--- config.mk ---
export PLATFORM = sky130hd
export DESIGN_NAME = mips_multicycle_ctrl_flat
export DESIGN_NICKNAME = d
export VERILOG_FILES = /design/src/rtl/mips_multicycle_ctrl_if.sv /design/src/rtl/mips_multicycle_ctrl.sv /design/src/flat_wrapper.sv
export SDC_FILE = /design/constraint.sdc
export NUM_CORES = 1
export LEC_CHECK = 0
export ABC_AREA = 1
export BUFFER_PORTS_ARGS = -buffer_cell sky130_fd_sc_hd__clkbuf_2
export CORE_AREA = 2 2 39 41
export CTS_CLUSTER_DIAMETER = 120
export DETAILED_ROUTE_END_ITERATION = 8
export DIE_AREA = 0 0 41 43
export PLACE_DENSITY_LB_ADDON = 0.08
export SLEW_MARGIN = 20
export SYNTH_ARGS = -nofsm -noshare
export SYNTH_HDL_FRONTEND = slang
export SYNTH_SLANG_ARGS = --single-unit
--- constraint.sdc ---
create_clock -name clk -period 1.66 [get_ports clk]
set_input_delay 0.249 -clock clk [delete_from_list [all_inputs] [get_ports clk]]
set_output_delay 0.249 -clock clk [all_outputs]
set_load 0.02 [all_outputs]
--- src/rtl/mips_multicycle_ctrl_if.sv ---
// Control bundle between the multicycle MIPS main controller and its datapath.
// The controller (master) reads OpCode and drives State plus all control strobes.
interface mips_multicycle_ctrl_if;
  logic [5:0] OpCode;
  logic [2:0] State;
  logic       RegDst;
  logic       Branch;
  logic       MemRead;
  logic       MemtoReg;
  logic [1:0] ALUOp;
  logic       MemWrite;
  logic       ALUSrc;
  logic       RegWrite;
  logic       Jump;
  logic       PCWrite;
  logic       IRWrite;

  modport master (
    input  OpCode,
    output State, RegDst, Branch, MemRead, MemtoReg, ALUOp,
           MemWrite, ALUSrc, RegWrite, Jump, PCWrite, IRWrite
  );

  modport slave (
    output OpCode,
    input  State, RegDst, Branch, MemRead, MemtoReg, ALUOp,
           MemWrite, ALUSrc, RegWrite, Jump, PCWrite, IRWrite
  );
endinterface

--- src/rtl/mips_multicycle_ctrl.sv ---
// Multicycle MIPS main control: five-state instruction FSM plus opcode decode.
// Only the state is registered; every strobe is combinational from OpCode/State.
module mips_multicycle_ctrl (
  input logic                    clk,
  input logic                    reset,
  mips_multicycle_ctrl_if.master bus
);
  typedef enum logic [2:0] {
    S_FETCH     = 3'd0,
    S_DECODE    = 3'd1,
    S_EXECUTE   = 3'd2,
    S_MEMORY    = 3'd3,
    S_WRITEBACK = 3'd4
  } state_t;

  localparam logic [5:0] OP_RTYPE = 6'b000000;
  localparam logic [5:0] OP_LW    = 6'b100011;
  localparam logic [5:0] OP_SW    = 6'b101011;
  localparam logic [5:0] OP_BEQ   = 6'b000100;
  localparam logic [5:0] OP_ADDI  = 6'b001000;
  localparam logic [5:0] OP_J     = 6'b000010;

  state_t state_q, state_d;

  logic       dec_reg_dst, dec_branch, dec_mem_read, dec_mem_to_reg;
  logic       dec_mem_write, dec_alu_src, dec_reg_write, dec_jump;
  logic [1:0] dec_alu_op;
  logic       dec_en, pc_write, ir_write;

  always_comb begin
    dec_reg_dst    = 1'b0;
    dec_branch     = 1'b0;
    dec_mem_read   = 1'b0;
    dec_mem_to_reg = 1'b0;
    dec_mem_write  = 1'b0;
    dec_alu_src    = 1'b0;
    dec_reg_write  = 1'b0;
    dec_jump       = 1'b0;
    dec_alu_op     = 2'b00;
    case (bus.OpCode)
      OP_RTYPE: begin
        dec_reg_dst   = 1'b1;
        dec_reg_write = 1'b1;
        dec_alu_op    = 2'b10;
      end
      OP_LW: begin
        dec_alu_src    = 1'b1;
        dec_mem_read   = 1'b1;
        dec_mem_to_reg = 1'b1;
        dec_reg_write  = 1'b1;
      end
      OP_SW: begin
        dec_alu_src   = 1'b1;
        dec_mem_write = 1'b1;
      end
      OP_BEQ: begin
        dec_branch = 1'b1;
        dec_alu_op = 2'b01;
      end
      OP_ADDI: begin
        dec_alu_src   = 1'b1;
        dec_reg_write = 1'b1;
      end
      OP_J:    dec_jump = 1'b1;
      default: ;
    endcase
  end

  // PCWrite fires in whichever state turns out to be the instruction's last.
  always_comb begin
    state_d  = S_FETCH;
    dec_en   = 1'b0;
    pc_write = 1'b0;
    ir_write = 1'b0;
    case (state_q)
      S_FETCH: begin
        ir_write = 1'b1;
        state_d  = S_DECODE;
      end
      S_DECODE: begin
        dec_en  = 1'b1;
        state_d = S_EXECUTE;
      end
      S_EXECUTE: begin
        dec_en = 1'b1;
        if (dec_mem_read || dec_mem_write) begin
          state_d = S_MEMORY;
        end else if (dec_reg_write) begin
          state_d = S_WRITEBACK;
        end else begin
          pc_write = 1'b1;
        end
      end
      S_MEMORY: begin
        dec_en = 1'b1;
        if (dec_reg_write) begin
          state_d = S_WRITEBACK;
        end else begin
          pc_write = 1'b1;
        end
      end
      S_WRITEBACK: begin
        dec_en   = 1'b1;
        pc_write = 1'b1;
      end
      default: state_d = S_FETCH;
    endcase
    if (reset) begin
      dec_en   = 1'b0;
      pc_write = 1'b0;
      ir_write = 1'b0;
    end
  end

  always_ff @(posedge clk) begin
    if (reset) begin
      state_q <= S_FETCH;
    end else begin
      state_q <= state_d;
    end
  end

  assign bus.State    = state_q;
  assign bus.RegDst   = dec_en & dec_reg_dst;
  assign bus.Branch   = dec_en & dec_branch;
  assign bus.MemRead  = dec_en & dec_mem_read;
  assign bus.MemtoReg = dec_en & dec_mem_to_reg;
  assign bus.ALUOp    = dec_en ? dec_alu_op : 2'b00;
  assign bus.MemWrite = dec_en & dec_mem_write;
  assign bus.ALUSrc   = dec_en & dec_alu_src;
  assign bus.RegWrite = dec_en & dec_reg_write;
  assign bus.Jump     = dec_en & dec_jump;
  assign bus.PCWrite  = pc_write;
  assign bus.IRWrite  = ir_write;
endmodule

--- src/flat_wrapper.sv ---
// flat-port wrapper written by rule: the top's interface ports become plain ports
module mips_multicycle_ctrl_flat 
  (clk, reset, bus_OpCode, bus_State, bus_RegDst, bus_Branch, bus_MemRead, bus_MemtoReg, bus_ALUOp, bus_MemWrite, bus_ALUSrc, bus_RegWrite, bus_Jump, bus_PCWrite, bus_IRWrite);
  mips_multicycle_ctrl_if bus_i ();
  input logic clk;
  input logic reset;
  input wire logic [$bits(bus_i.OpCode)-1:0] bus_OpCode;
  output wire logic [$bits(bus_i.State)-1:0] bus_State;
  output wire logic [$bits(bus_i.RegDst)-1:0] bus_RegDst;
  output wire logic [$bits(bus_i.Branch)-1:0] bus_Branch;
  output wire logic [$bits(bus_i.MemRead)-1:0] bus_MemRead;
  output wire logic [$bits(bus_i.MemtoReg)-1:0] bus_MemtoReg;
  output wire logic [$bits(bus_i.ALUOp)-1:0] bus_ALUOp;
  output wire logic [$bits(bus_i.MemWrite)-1:0] bus_MemWrite;
  output wire logic [$bits(bus_i.ALUSrc)-1:0] bus_ALUSrc;
  output wire logic [$bits(bus_i.RegWrite)-1:0] bus_RegWrite;
  output wire logic [$bits(bus_i.Jump)-1:0] bus_Jump;
  output wire logic [$bits(bus_i.PCWrite)-1:0] bus_PCWrite;
  output wire logic [$bits(bus_i.IRWrite)-1:0] bus_IRWrite;
  assign bus_i.OpCode = bus_OpCode;
  assign bus_State = bus_i.State;
  assign bus_RegDst = bus_i.RegDst;
  assign bus_Branch = bus_i.Branch;
  assign bus_MemRead = bus_i.MemRead;
  assign bus_MemtoReg = bus_i.MemtoReg;
  assign bus_ALUOp = bus_i.ALUOp;
  assign bus_MemWrite = bus_i.MemWrite;
  assign bus_ALUSrc = bus_i.ALUSrc;
  assign bus_RegWrite = bus_i.RegWrite;
  assign bus_Jump = bus_i.Jump;
  assign bus_PCWrite = bus_i.PCWrite;
  assign bus_IRWrite = bus_i.IRWrite;
  mips_multicycle_ctrl u_core (.clk(clk), .reset(reset), .bus(bus_i));
endmodule
==> reports/qor.yml <==
run_status:
  outcome: "finished, final reports clean"
routing:
  avgRoutedWirePerCell_um: 8.86
  wirelength_um: 930
  antenna_left: 0
  drc: 0
  firstDrtPassIters: 2
  drt-initial-drc-count: 3
  viasPerCell: 4.15
  vias: 436
clock_network:
  cts_root_buffer: "clkbuf_4"
  cts_sinks: 3
  clk_pin_slew_worst_paths_ps: 40
  htree_levels: 1
  cts_tree: "built"
  clk_latency_ps: 240
  cts_hold_buf: 0
  cts_buffer_depth: 2
  cts_buffers: 3
yosys:
  yosys-top-cells-count: "nor2_1 (14), inv_1 (13), nand2_1 (8), nand3_1 (6), nand2_2 (4)"
  syn_inst: 63
  synth_cell_type_count: 16
  netlist_area_um2: 358
  synth_nets: 71
  synth_most_common_cell: "nor2_1"
  ys.flop_type: "dfxtp_1"
  synth_area_leaders: "dfxtp_1 (17%), nor2_1 (15%), inv_1 (14%)"
  yosys.area.top_type: "dfxtp_1"
  yosys.area.top_type_share: 0.168
  synth_edf_count: 0
  synthArstFlopShare: 0
  synth-seq-cells: 3
  avgSynthCellArea_um2: 5.68
  yosysSeqAreaShare: 0.168
  yosys_warnings: 0
power_and_ir_drop:
  p_per_area_mw_per_mm2: 568
  peakVddDrop_v: 0.000144
  p_leak_nw: 0.310
  p_total_uw: 303
timing:
  drv_slew: 0
  fin_skew_ps: 7.71
  slew_headroom: 0.870
  min_period_over_period: 0.962
  period_minus_slack_ps: 1600
  hold_viol_final: 0
  tightest_slew_ps: 194
  fmax_ghz: 0.626
  setup_viol: 0
setup_path:
  critPathKind: "reg2out"
  path_cells: "inv_1, nand3_2, a21oi_2, nand2b_4, nand2_1, nor2_1, clkbuf_2"
  r2r-start: "u_core.bus.State[1]"
  crit_path_max_fanout: 4
  end_kind: "output port"
  cpPeakStageDelay_ps: 340
  reg2regPathDepth: 4
  r2r_end: "u_core.bus.State[1]"
  cp_data_required_time_ps: 1410
  crit_start: "u_core.bus.State[1]"
  reg2reg_slack_ps: 750
  cp-start-kind: "register"
  slowest_stage: "dfxtp_1"
  arrival_ps: 1350
hold_path:
  whs_path_depth: 2
  hp-class: "in2reg"
  holdPathEnd: "u_core.bus.State[2]"
  min-delay-start: "reset"
floorplanning:
  rows: 14
  ios: 23
  fp.dieW_um: 41
  die_h_um: 43
  dieArea_mm2: 0.00176
  start_util: 0.259
  coreArea_mm2: 0.00138
placed_design:
  gp_congestion: 0.666
  hpwl_um: 800
  io_buffers: 22
  place_area_um2: 483
global_routing:
  grt_pass1_wl_um: 1350
  grt_pass1_vias: 365
  grt-ovfl-total: 0
  globalRouteTotalUtil: 0.119
  grt_max_degree: 7
  antenna_found_initial: 0
cells_and_area:
  nNetsFinal: 98
  fillers: 168
  largest_reg_flops: 3
  design_area_um2: 533
  drive_gt1_frac: 0.494
  num_antenna_cells: 0
  syn_to_final_growth_pct: 49.0
flow_run:
  maxCapViolations: 0
[what timing repair did]
action | 4_1_cts | 5_1_grt
resized for setup | 0 | 11
setup buffers | 0 | 1
setup endpoints to repair | 0 | 9
[area by class of cell]
cell class                      count  area, µm²  area share
Inverter                           16       60.1       0.113
Timing Repair Buffer               23        120       0.225
Sequential cell                     3       60.1       0.113
Tap cell                           16       20.0      0.0376
Multi-Input combinational cell     43        246       0.462
Clock buffer                        4       26.3      0.0493
[kinds of logic after synthesis]
kind of cell,after synthesis,synth area share
AO/OA/AOI/OAI,5,0.0909
buffers and inverters,17,0.189
AND/OR/NAND/NOR,38,0.552
flip-flops,3,0.168
[cell usage in the layout, fill, tap and decap left out]
| master | synthesis | final |
|---|---|---|
| o21ai_0 | 1 | 1 |
| nor3_2 | 1 | 2 |
| nand2b_4 | 1 | 1 |
| nand2_2 | 4 | 4 |
| a21oi_1 | 3 | 2 |
| clkbuf_1 | 0 | 1 |
| nor2_1 | 14 | 13 |
| nand3_1 | 6 | 5 |
| nor2_4 | 1 | 1 |
| nand2_1 | 8 | 8 |
| nor2_2 | 0 | 1 |
| dfxtp_1 | 3 | 3 |
| o31ai_2 | 1 | 1 |
| inv_2 | 3 | 4 |
| inv_1 | 13 | 12 |
| buf_4 | 1 | 2 |
| buf_2 | 0 | 5 |
| clkbuf_2 | 0 | 16 |
| clkbuf_4 | 0 | 3 |
| a21oi_2 | 0 | 1 |
| nand3_2 | 2 | 3 |
[per-stage QoR]
step	setup slack, ps	std cells	TNS (ps)	utilization	hold slack (ps)
floorplan	88.3	63	0	-	318
global placement	247	100	0	0.349	505
detailed placement	256	100	0	0.349	513
CTS	44.6	104	0	0.368	267
global route	-29.1	105	-192	0.385	285
finish	62.6	105	0	0.385	276
[critical path, delay by kind of cell, from the launching register on]
family                 cells  cell delay, ps
AO/OA/AOI/OAI              1             120
AND/OR/NAND/NOR            4             370
flip-flops                 1             340
buffers and inverters      2             280
[metal layers]
layer / track usage / up-vias / wire length, µm
met5: 0 / - / 0
met4: 0.120 / 0 / 31
met3: 0.0157 / 4 / 59
met2: 0.181 / 15 / 463
met1: 0.127 / 176 / 376
li1: - / 241 / -
[power by group]
part	internal (mW)	leakage, nW	switching (mW)
combinational	0.0318	0.270	0.0576
clock	0.0904	0.0150	0.0423
sequential	0.0769	0.0247	0.00377
total	0.199	0.310	0.104
[how the worst max path moves through the flow]
stage	endpoint	cells past startpoint
global placement	bus_PCWrite	9
global route	bus_RegDst	7
detailed placement	bus_PCWrite	9
floorplan	bus_MemtoReg	7
finish	bus_MemWrite	7
CTS	bus_MemtoReg	7
(Power assumes the default switching activity.)
